$ cat src/rtl/core_ctrl_fsm_pkg.sv
// core_pkg: shared definitions for the RV32I multi-cycle control path.
// It holds the opcode constants, the datapath select encodings, the
// controller state enum and the instruction class enum. The class enum is
// shared by the class decoder and by anything downstream, such as hazard logic.
package core_pkg;

  localparam logic [6:0] OPC_LUI    = 7'b0110111;
  localparam logic [6:0] OPC_AUIPC  = 7'b0010111;
  localparam logic [6:0] OPC_JAL    = 7'b1101111;
  localparam logic [6:0] OPC_JALR   = 7'b1100111;
  localparam logic [6:0] OPC_BRANCH = 7'b1100011;
  localparam logic [6:0] OPC_LOAD   = 7'b0000011;
  localparam logic [6:0] OPC_STORE  = 7'b0100011;
  localparam logic [6:0] OPC_OP_IMM = 7'b0010011;
  localparam logic [6:0] OPC_OP     = 7'b0110011;
  localparam logic [6:0] OPC_FENCE  = 7'b0001111;
  localparam logic [6:0] OPC_SYSTEM = 7'b1110011;

  localparam logic [1:0] PCSRC_PLUS4  = 2'b00;
  localparam logic [1:0] PCSRC_PC_IMM = 2'b01;
  localparam logic [1:0] PCSRC_RS1IMM = 2'b10;

  localparam logic [1:0] WBSEL_ALU  = 2'b00;
  localparam logic [1:0] WBSEL_LOAD = 2'b01;
  localparam logic [1:0] WBSEL_PC4  = 2'b10;

  localparam logic [1:0] ALUOP_ADD   = 2'b00;
  localparam logic [1:0] ALUOP_CMP   = 2'b01;
  localparam logic [1:0] ALUOP_FUNCT = 2'b10;

  typedef enum logic [2:0] {
    ST_BOOT   = 3'd0,
    ST_FETCH  = 3'd1,
    ST_DECODE = 3'd2,
    ST_EXEC   = 3'd3,
    ST_MEM    = 3'd4,
    ST_WB     = 3'd5,
    ST_HALT   = 3'd6
  } ctrl_state_e;

  typedef enum logic [3:0] {
    CLS_NONE,
    CLS_LUI,
    CLS_AUIPC,
    CLS_JAL,
    CLS_JALR,
    CLS_BRANCH,
    CLS_LOAD,
    CLS_STORE,
    CLS_OP_IMM,
    CLS_OP,
    CLS_FENCE,
    CLS_SYSTEM
  } instr_class_e;

endpackage

$ cat src/rtl/core_ctrl_fsm_if.sv
// core_ctrl_fsm_if: the shared memory port handshake.
// The master is the controller. It drives memReq, memWe and memSel.
// The slave is the memory side. It drives memReady.
interface core_ctrl_fsm_if;
  logic memReq;
  logic memWe;
  logic memSel;
  logic memReady;

  modport master (output memReq, memWe, memSel, input memReady);
  modport slave  (input memReq, memWe, memSel, output memReady);
endinterface

$ cat src/rtl/core_ctrl_fsm_decode.sv
// instr_class_decode: a purely combinational classifier.
// Inputs : opcode[6:0] and funct3[2:0], both taken from the instruction register.
// Outputs: cls is the instruction class.
//          illegal is high for an unknown opcode or a reserved funct3.
// Every defined opcode ends in 2'b11. An opcode whose low bits are not 11
// therefore falls into the default branch and is flagged illegal.
module instr_class_decode
  import core_pkg::*;
(
  input  logic [6:0]   opcode,
  input  logic [2:0]   funct3,
  output instr_class_e cls,
  output logic         illegal
);

  always_comb begin
    cls     = CLS_NONE;
    illegal = 1'b0;
    case (opcode)
      OPC_LUI:    cls = CLS_LUI;
      OPC_AUIPC:  cls = CLS_AUIPC;
      OPC_JAL:    cls = CLS_JAL;
      OPC_JALR: begin
        cls     = CLS_JALR;
        illegal = (funct3 != 3'b000);
      end
      OPC_BRANCH: begin
        cls     = CLS_BRANCH;
        illegal = (funct3 == 3'b010) || (funct3 == 3'b011);
      end
      OPC_LOAD: begin
        cls     = CLS_LOAD;
        illegal = (funct3 == 3'b011) || (funct3 == 3'b110) || (funct3 == 3'b111);
      end
      OPC_STORE: begin
        cls     = CLS_STORE;
        illegal = (funct3 > 3'b010);
      end
      OPC_OP_IMM: cls = CLS_OP_IMM;
      OPC_OP:     cls = CLS_OP;
      OPC_FENCE:  cls = CLS_FENCE;
      OPC_SYSTEM: cls = CLS_SYSTEM;
      default: begin
        cls     = CLS_NONE;
        illegal = 1'b1;
      end
    endcase
  end

endmodule

$ cat src/rtl/core_ctrl_fsm.sv
// core_ctrl_fsm: the multi-cycle control sequencer for the RV32I core.
// Ports:
//   clk, areset (asynchronous, active-low)
//   opcode, funct3      : fields of the instruction register
//   branchTaken         : result of the ALU branch compare
//   mem (master)        : memReq/memWe/memSel out, memReady in
//   irWrite, pcLoad, pcSrc, regWrite, wbSel, aluOp, retire : datapath controls
//   illegal (sticky), halted, state : status and debug
//
// state   | meaning
// BOOT    | post-reset settle; a down-counter runs out BOOT_CYCLES cycles
// FETCH   | request the instruction at pc; capture it into IR on memReady
// DECODE  | classify the instruction; illegal encodings go to HALT
// EXEC    | ALU phase; branch, jump and fence retire here
// MEM     | load/store access at the ALU address; a store retires here
// WB      | register-file write; ALU ops and loads retire here
// HALT    | absorbing; left only through areset
//
// Outputs are decoded combinationally from the state register, so an
// asserted areset clears every strobe at once, even in mid-access.
module core_ctrl_fsm
  import core_pkg::*;
#(
  parameter int BOOT_CYCLES = 2
) (
  input  logic                clk,
  input  logic                areset,
  input  logic [6:0]          opcode,
  input  logic [2:0]          funct3,
  input  logic                branchTaken,
  core_ctrl_fsm_if.master     mem,
  output logic                irWrite,
  output logic                pcLoad,
  output logic [1:0]          pcSrc,
  output logic                regWrite,
  output logic [1:0]          wbSel,
  output logic [1:0]          aluOp,
  output logic                retire,
  output logic                illegal,
  output logic                halted,
  output logic [2:0]          state
);

  localparam logic [3:0] BOOT_LAST = 4'(BOOT_CYCLES - 1);

  ctrl_state_e  state_q;
  logic [3:0]   boot_cnt;
  logic         illegal_q;

  instr_class_e cls;
  logic         dec_illegal;

  logic         mem_req;
  logic         mem_we;
  logic         mem_sel;

  instr_class_decode u_decode (
    .opcode  (opcode),
    .funct3  (funct3),
    .cls     (cls),
    .illegal (dec_illegal)
  );

  always_ff @(posedge clk or negedge areset) begin
    if (!areset) begin
      state_q   <= ST_BOOT;
      boot_cnt  <= BOOT_LAST;
      illegal_q <= 1'b0;
    end else begin
      case (state_q)
        ST_BOOT: begin
          if (boot_cnt == 4'd0) state_q <= ST_FETCH;
          else                  boot_cnt <= boot_cnt - 4'd1;
        end
        ST_FETCH: begin
          if (mem.memReady) state_q <= ST_DECODE;
        end
        ST_DECODE: begin
          if (dec_illegal) begin
            state_q   <= ST_HALT;
            illegal_q <= 1'b1;
          end else begin
            state_q   <= ST_EXEC;
          end
        end
        ST_EXEC: begin
          case (cls)
            CLS_OP, CLS_OP_IMM, CLS_LUI, CLS_AUIPC: state_q <= ST_WB;
            CLS_LOAD, CLS_STORE:                    state_q <= ST_MEM;
            CLS_BRANCH, CLS_JAL, CLS_JALR, CLS_FENCE: state_q <= ST_FETCH;
            default:                                state_q <= ST_HALT;
          endcase
        end
        ST_MEM: begin
          if (mem.memReady) state_q <= (cls == CLS_STORE) ? ST_FETCH : ST_WB;
        end
        ST_WB:   state_q <= ST_FETCH;
        ST_HALT: state_q <= ST_HALT;
        default: state_q <= ST_HALT;
      endcase
    end
  end

  always_comb begin
    mem_req  = 1'b0;
    mem_we   = 1'b0;
    mem_sel  = 1'b0;
    irWrite  = 1'b0;
    pcLoad   = 1'b0;
    pcSrc    = PCSRC_PLUS4;
    regWrite = 1'b0;
    wbSel    = WBSEL_ALU;
    aluOp    = ALUOP_ADD;
    retire   = 1'b0;
    case (state_q)
      ST_FETCH: begin
        mem_req = 1'b1;
        irWrite = mem.memReady;
      end
      ST_EXEC: begin
        case (cls)
          CLS_OP, CLS_OP_IMM: aluOp = ALUOP_FUNCT;
          CLS_BRANCH: begin
            aluOp  = ALUOP_CMP;
            pcLoad = 1'b1;
            pcSrc  = branchTaken ? PCSRC_PC_IMM : PCSRC_PLUS4;
            retire = 1'b1;
          end
          CLS_JAL, CLS_JALR: begin
            regWrite = 1'b1;
            wbSel    = WBSEL_PC4;
            pcLoad   = 1'b1;
            pcSrc    = (cls == CLS_JAL) ? PCSRC_PC_IMM : PCSRC_RS1IMM;
            retire   = 1'b1;
          end
          CLS_FENCE: begin
            pcLoad = 1'b1;
            retire = 1'b1;
          end
          default: ;
        endcase
      end
      ST_MEM: begin
        mem_req = 1'b1;
        mem_sel = 1'b1;
        mem_we  = (cls == CLS_STORE);
        if (mem.memReady && cls == CLS_STORE) begin
          pcLoad = 1'b1;
          retire = 1'b1;
        end
      end
      ST_WB: begin
        regWrite = 1'b1;
        wbSel    = (cls == CLS_LOAD) ? WBSEL_LOAD : WBSEL_ALU;
        pcLoad   = 1'b1;
        retire   = 1'b1;
      end
      default: ;
    endcase
  end

  assign mem.memReq = mem_req;
  assign mem.memWe  = mem_we;
  assign mem.memSel = mem_sel;

  assign illegal = illegal_q;
  assign halted  = (state_q == ST_HALT);
  assign state   = state_q;

endmodule

$ cat src/flat_wrapper.sv
// flat-port wrapper written by rule: the top's interface ports become plain ports
module core_ctrl_fsm_flat import core_pkg::*;
#(
  parameter int BOOT_CYCLES = 2
)
  (clk, areset, opcode, funct3, branchTaken, irWrite, pcLoad, pcSrc, regWrite, wbSel, aluOp, retire, illegal, halted, state, mem_memReq, mem_memWe, mem_memSel, mem_memReady);
  core_ctrl_fsm_if mem_i ();
  input  logic clk;
  input  logic areset;
  input  logic [6:0] opcode;
  input  logic [2:0] funct3;
  input  logic branchTaken;
  output logic irWrite;
  output logic pcLoad;
  output logic [1:0] pcSrc;
  output logic regWrite;
  output logic [1:0] wbSel;
  output logic [1:0] aluOp;
  output logic retire;
  output logic illegal;
  output logic halted;
  output logic [2:0] state;
  output wire logic [$bits(mem_i.memReq)-1:0] mem_memReq;
  output wire logic [$bits(mem_i.memWe)-1:0] mem_memWe;
  output wire logic [$bits(mem_i.memSel)-1:0] mem_memSel;
  input wire logic [$bits(mem_i.memReady)-1:0] mem_memReady;
  assign mem_memReq = mem_i.memReq;
  assign mem_memWe = mem_i.memWe;
  assign mem_memSel = mem_i.memSel;
  assign mem_i.memReady = mem_memReady;
  core_ctrl_fsm #(.BOOT_CYCLES(BOOT_CYCLES)) u_core (.clk(clk), .areset(areset), .opcode(opcode), .funct3(funct3), .branchTaken(branchTaken), .mem(mem_i), .irWrite(irWrite), .pcLoad(pcLoad), .pcSrc(pcSrc), .regWrite(regWrite), .wbSel(wbSel), .aluOp(aluOp), .retire(retire), .illegal(illegal), .halted(halted), .state(state));
endmodule
$ cat config.mk
export PLATFORM = sky130hd
export DESIGN_NAME = core_ctrl_fsm_flat
export DESIGN_NICKNAME = d
export VERILOG_FILES = /design/src/rtl/core_ctrl_fsm_pkg.sv /design/src/rtl/core_ctrl_fsm_if.sv /design/src/rtl/core_ctrl_fsm_decode.sv /design/src/rtl/core_ctrl_fsm.sv /design/src/flat_wrapper.sv
export SDC_FILE = /design/constraint.sdc
export NUM_CORES = 1
export LEC_CHECK = 0
export BUFFER_PORTS_ARGS = -buffer_cell sky130_fd_sc_hd__buf_2
export CAP_MARGIN = 20
export CORE_UTILIZATION = 46
export CTS_BUF_LIST = sky130_fd_sc_hd__clkbuf_8
export DETAILED_ROUTE_END_ITERATION = 12
export GPL_ROUTABILITY_DRIVEN = 0
export HOLD_SLACK_MARGIN = 0.03
export PLACE_DENSITY_LB_ADDON = 0.3
export SETUP_SLACK_MARGIN = 0.1
export SYNTH_ARGS = -nofsm -noshare
export SYNTH_HDL_FRONTEND = slang
export SYNTH_HIERARCHICAL = 1
export SYNTH_SLANG_ARGS = --single-unit
$ cat constraint.sdc
create_clock -name clk -period 2.5 [get_ports clk]
set_input_delay 0.5 -clock clk [delete_from_list [all_inputs] [get_ports clk]]
set_output_delay 0.5 -clock clk [all_outputs]
set_load 0.01 [all_outputs]
==> results of run 1 <==
-- area by class of cell --
class,instances,area (sq um),area share
Tap cell,25,31.28,0.02285
Sequential cell,8,201.4,0.1472
Inverter,5,18.77,0.01371
Multi-Input combinational cell,97,735.7,0.5375
Clock buffer,3,41.29,0.03016
Timing Repair Buffer,49,336.6,0.2459
Clock inverter,1,3.754,0.002742
-- power breakdown --
group / internal, mW / switching, mW
Sequential: 0.136 / 0.0105
Clock: 0.106 / 0.0489
Combinational: 0.0615 / 0.0621
-- state kept, by name, indices dropped and copies added, names as in the netlist --
signal,count
u_core/illegal,1
u_core/boot_cnt,4
u_core/state,3
-- routing by layer --
layer  global-route usage  part of all wire
met3              0.06746             0.050
met4              0.04706            0.0072
met1               0.3019              0.40
met2               0.5099              0.54
met5                    0                 0
-- cells by family after synthesis --
kind of cell	after synthesis	synth area share
AOI/OAI and AO/OA	27	0.2073
adders and majority gates	1	0.01410
xor gates and xnor gates	3	0.02962
and+or+nand+nor	64	0.4429
DFF	8	0.2271
buffers and inverters	10	0.05500
muxes	2	0.02398
-- final timing paths --
path	cells past startpoint	slack, ns	to
worst max-delay path	11	0.04	regWrite
worst min-delay path	1	0.10	u_core/boot_cnt[2]
worst max register to register	5	0.86	u_core/boot_cnt[3]
worst min register to register	1	0.47	u_core/illegal
max in group asynchronous	1	2.16	u_core/boot_cnt[0]
min in group clk	1	0.47	u_core/illegal
-- timing repair --
item	4_1_cts	5_1_grt
pin swaps	7	4
gates resized for setup	22	9
setup buffers	4	2
setup endpoints to repair	6	11
gates cloned	0	0
-- synthesized netlist by cell type (2+ instances only) --
| cell type | number | area share |
|---|---|---|
| nor4_1 | 4 | 0.028 |
| buf_4 | 2 | 0.017 |
| nor2_1 | 15 | 0.063 |
| nand3b_1 | 3 | 0.025 |
| nand3_1 | 4 | 0.023 |
| nand2_1 | 9 | 0.038 |
| o211ai_1 | 2 | 0.017 |
| o22ai_1 | 3 | 0.021 |
| nor2b_1 | 3 | 0.021 |
| xnor2_1 | 2 | 0.020 |
| nand2b_1 | 8 | 0.056 |
| o21ai_0 | 3 | 0.017 |
| buf_2 | 3 | 0.017 |
| nor3_1 | 3 | 0.017 |
| a22oi_1 | 2 | 0.017 |
| nor4b_1 | 2 | 0.020 |
| dfrtp_1 | 7 | 0.20 |
| a21oi_1 | 9 | 0.051 |
| o21ai_1 | 3 | 0.017 |
| inv_1 | 5 | 0.021 |
==> impl_metrics.tcl, run 1 <==
set metrics [dict create \
    wl_per_cell_um 14.12 \
    areaGrowthSynthToFinish_pct 54.30 \
    dp.cells 178 \
    p_leak_nw 0.6190 \
    cts-root-buf "clkbuf_8" \
    rows 15 \
    num_antenna_cells 0 \
    outcome "completed" \
    skew_ns 0.006602 \
    fillCellCount 140 \
    cts.sinks 8 \
    cpPeakStageDelay_ns 0.19 \
    layout_setup_ws_ns 0.04130 \
    path_buf_inv 3 \
    hp-class "input pin to async pin" \
    seq_area_frac_synth 0.2271 \
    tns_ns 0 \
    final_cell_count_no_fill 188 \
    ctsHoldBuffers 0 \
    crit_type "input pin to primary output" \
    startpoint "opcode[6]" \
    cts_buffers 3 \
    nNetsFinal 179 \
    num_vias 1049 \
    wl_um 2655 \
    ant_nets 0 \
    fmax_mhz 406.7 \
    slew_headroom 0.6857 \
    die_h_um 45.92 \
    r2r-start "u_core/boot_cnt[0]" \
    synth_cells 115 \
    final_common_cell "buf_2" \
    io_pins 32 \
    yosys.cell_types.count 43 \
    clk_latency_ns 0.23 \
    antenna_found_initial 0 \
    slowest_stage "nor3b_2" \
    dp_hpwl_um 1704 \
    clk_pin_slew_ns 0.04 \
    synth-async-reset-ratio 1.000 \
    finalHoldViolCount 0 \
    tightest_slew_ns 0.4715 \
    finalPower_mw 0.4248 \
    power.density_nw_per_um2 310.3 \
    mappedNetlistNets 130 \
    place_area_sq_um 1146 \
    fp.dieW_um 45.92 \
    crit_path_frequent_cell "nand2b_4" \
    coreArea_sq_um 1764 \
    cp.required_ns 2.00 \
    drt-pass1-iter-count 4 \
    io_buffers 31 \
    grt_pass1_wl_um 4153 \
    cts_max_path_buffers 2 \
    setup_viol 0 \
    initial_core_util 0.5028 \
    grt_pass1_vias 957 \
    drcViolationCount 0 \
    arrival_ns 1.96 \
    final_util 0.7759 \
    vdd_drop_max_uv 262.7 \
    post-place-ws_ns -0.05150 \
    drt_iter0_drc 18 \
    final_cell_mix "25 x buf_2, 18 x buf_4, 13 x nor2_1" \
    rsz0062_at_grt "yes" \
    finalHoldWorstSlack_ns 0.1029 \
    grt_overflow 0 \
    cts_max_level 1 \
    crit_path_cell_trace "buf_6 > nand2b_4 > a21oi_2 > a31oi_2 > nor3b_2 > buf_4 > nand2b_4 > o22ai_2 > and2_1 > nand2b_4 > buf_6" \
    crit_path_end_kind "primary output" \
    yosysWarnings 6 \
    final_layout_size_suffix_gt1_frac 0.5031 \
    cts_tree "built" \
    dieArea_sq_um 2108 \
    via_per_inst 5.580 \
    grt_max_degree 14 \
    track_usage 0.2700 \
    syn_area_per_cell_sq_um 7.714 \
    synth-edff-count 0 \
    start_kind "input pin" \
    crit_fanout 7 \
    crit_family "simple AND/OR/NAND/NOR gates" \
    design_area_sq_um 1369 \
    maxCapViolCount 0 \
    ys.flop_type "dfrtp_1" \
    fin_crit_ns 2.459 \
    synth-seq-cells 8 \
    maxSlewViolCount 0 \
    synth_area_sq_um 887.1 \
    fin_crit_sh 0.9835 \
]
(Power assumes the default switching activity.)
==> inputs of run 2 (changes only) <==
--- a/config.mk
+++ b/config.mk
@@ -5,9 +5,10 @@
 export SDC_FILE = /design/constraint.sdc
 export NUM_CORES = 1
 export LEC_CHECK = 0
+export ABC_AREA = 1
 export BUFFER_PORTS_ARGS = -buffer_cell sky130_fd_sc_hd__buf_2
 export CAP_MARGIN = 20
-export CORE_UTILIZATION = 46
+export CORE_UTILIZATION = 47
 export CTS_BUF_LIST = sky130_fd_sc_hd__clkbuf_8
 export DETAILED_ROUTE_END_ITERATION = 12
 export GPL_ROUTABILITY_DRIVEN = 0
==> run 2 against run 1 <==
Against the previous run:
- clock skew is 0.0027 ns higher
- first-iteration DRC count grew to 3.1 times the previous value
- fmax is 0.15% higher
- count of clock-buffer cells in the layout stayed put
==> impl_metrics.tcl, run 2 <==
set metrics [dict create \
    synth_top_area_cell "dfrtp_1" \
    grt_max_degree 10 \
    fillCellCount 120 \
    cpPeakStageDelay_ns 0.25 \
    cp.required_ns 2.00 \
    yosys.cell_types.count 29 \
    yosysWarnings 6 \
    ant_nets 0 \
    setup_viol 0 \
    cts-root-buf "clkbuf_8" \
    ys.flop_type "dfrtp_1" \
    design_area_sq_um 1490 \
    layout_setup_ws_ns 0.04491 \
    skew_ns 0.009278 \
    num_vias 1295 \
    crit_fanout 4 \
    final_cell_count_no_fill 240 \
    r2r_setup_slack_ns 0.99 \
    drcViolationCount 0 \
    drt-pass1-iter-count 6 \
    fmax_mhz 407.3 \
    final_layout_size_suffix_gt1_frac 0.4744 \
    crit_family "buffers and inverters" \
    hp-class "input pin to async pin" \
    crit_path_end_kind "primary output" \
    areaGrowthSynthToFinish_pct 55.89 \
    largest_register_ffs 4 \
    fin_crit_sh 0.9820 \
    power.density_nw_per_um2 587.6 \
    rows 15 \
    finalHoldViolCount 0 \
    cts_max_level 1 \
    num_antenna_cells 0 \
    cts_tree "built" \
    dp_hpwl_um 1816 \
    clk_latency_ns 0.24 \
    wl_per_cell_um 14.15 \
    start_kind "input pin" \
    fp.dieW_um 47.10 \
    r2r-start "u_core/boot_cnt[0]" \
    crit_path_cell_trace "buf_6 > nand2_8 > inv_6 > nand2_2 > a21oi_1 > nor2_2 > clkinvlp_4 > buf_4 > nor4_2 > buf_2" \
    synth_cells 168 \
    synth_area_sq_um 955.9 \
    antenna_found_initial 0 \
    yosysMostFrequentCell "nand2_1" \
    p_leak_nw 0.7827 \
    top_register "u_core/boot_cnt" \
    maxSlewViolCount 0 \
    coreArea_sq_um 1821 \
    slowest_stage "nor2_2" \
    yosys-top-cells-area "dfrtp_1 18%, nand2_1 17%, nor2_1 12%, nand3_1 8.9%, inv_1 8.2%" \
    rsz0062_at_grt "yes" \
    slew_headroom 0.7999 \
    final_common_cell "nand2_1" \
    crit_type "input pin to primary output" \
    mappedNetlistNets 183 \
    final_cell_mix "35 x nand2_1, 23 x buf_2, 22 x nor2_1" \
    vdd_drop_max_uv 481.8 \
    post-place-ws_ns 0.02623 \
    cts.sinks 8 \
    nNetsFinal 231 \
    wl_um 3395 \
    syn_area_per_cell_sq_um 5.690 \
    die_h_um 47.10 \
    initial_core_util 0.5251 \
    timing.rr.end "u_core/state[0]" \
    grt_overflow 0 \
    drt_iter0_drc 55 \
    cts_max_path_buffers 2 \
    path_buf_inv 5 \
    clk_pin_slew_ns 0.05 \
    track_usage 0.2370 \
    io_buffers 31 \
    fin_crit_ns 2.455 \
    dieArea_sq_um 2218 \
    finalPower_mw 0.8756 \
    arrival_ns 1.96 \
    synthTopCellsByCount "44 x nand2_1, 31 x nor2_1, 21 x inv_1, 17 x nand3_1, 8 x inv_2" \
    grt_pass1_vias 944 \
    io_pins 32 \
    via_per_inst 5.396 \
    reg2regPathDepth 8 \
    seq_area_frac_synth 0.2107 \
    dp.cells 223 \
    tightest_slew_ns 0.3001 \
    maxCapViolCount 0 \
    grt_pass1_wl_um 3739 \
    outcome "completed" \
    cts_buffers 3 \
    synth-edff-count 0 \
    ctsHoldBuffers 0 \
    synth-async-reset-ratio 1.000 \
    place_area_sq_um 1140 \
    synth-seq-cells 8 \
    synth_top_area_share 0.1832 \
]
run 2: cells by family (layout without fill, tap and decap cells):
logic type                 count (synthesis)  count (layout)  synth area share
and+or+nand+nor                          114             114            0.5589
buffers and inverters                     32              79            0.1322
AOI/OAI and AO/OA                         11              11           0.06675
DFF                                        8               8            0.2107
xor gates and xnor gates                   2               2           0.01833
adders and majority gates                  1               1           0.01309
run 2: worst reg2reg max path, stage by stage (launching register included):
cell     delay (ns)
dfstp_2        0.51
inv_1          0.06
ha_1           0.23
nand3_1        0.10
nand3_2        0.18
nand2_4        0.15
inv_2          0.04
nand2_1        0.06
nand2_1        0.06
run 2: power breakdown:
group / internal, mW / switching, mW
combinational: 0.191 / 0.308
clock: 0.107 / 0.0605
sequential: 0.158 / 0.0511
run 2: layout make-up:
cell class | count | area, sq um | share of cell area
Multi-Input combinational cell | 128 | 757.0 | 0.5080
Inverter | 29 | 126.4 | 0.08480
Tap cell | 25 | 31.28 | 0.02099
Timing Repair inverter | 1 | 7.507 | 0.005038
Sequential cell | 8 | 201.4 | 0.1352
Timing Repair Buffer | 45 | 321.6 | 0.2158
Clock inverter | 1 | 3.754 | 0.002519
Clock buffer | 3 | 41.29 | 0.02771
run 2: layer usage:
metal  global-route usage  wire, um  part of all wire
met5                    0         0                 0
met4              0.05143       138             0.041
met3              0.08077       166             0.049
met2               0.4333      1828              0.54
met1               0.2644      1261              0.37
run 2: metrics by stage:
step	setup TNS (ns)	hold slack, ns	utilization
2_1_floorplan	0	0.2044	-
3_3_place_gp	0	0.3451	0.6261
3_5_place_dp	0	0.3536	0.6261
4_1_cts	0	0.1003	0.6729
5_1_grt	-0.04229	0.1062	0.8186
6_report	0	0.09710	0.8186
run 2: worst max path at each step:
stage              start       end  slack (ns)  cells past startpoint
6_report       opcode[1]  aluOp[1]        0.04                     10
5_1_grt        opcode[6]    retire       -0.02                     15
4_1_cts        opcode[0]  aluOp[0]        0.12                     10
3_5_place_dp   opcode[0]  regWrite        0.03                     13
3_3_place_gp   opcode[0]  regWrite        0.03                     13
2_1_floorplan  opcode[5]    retire        0.12                     12
run 2: timing repair:
item	4_1_cts	5_1_grt
cloned	0	1
pin swaps	3	17
buffers inserted	4	8
gates resized for setup	5	59
endpoints found under the setup margin	8	10
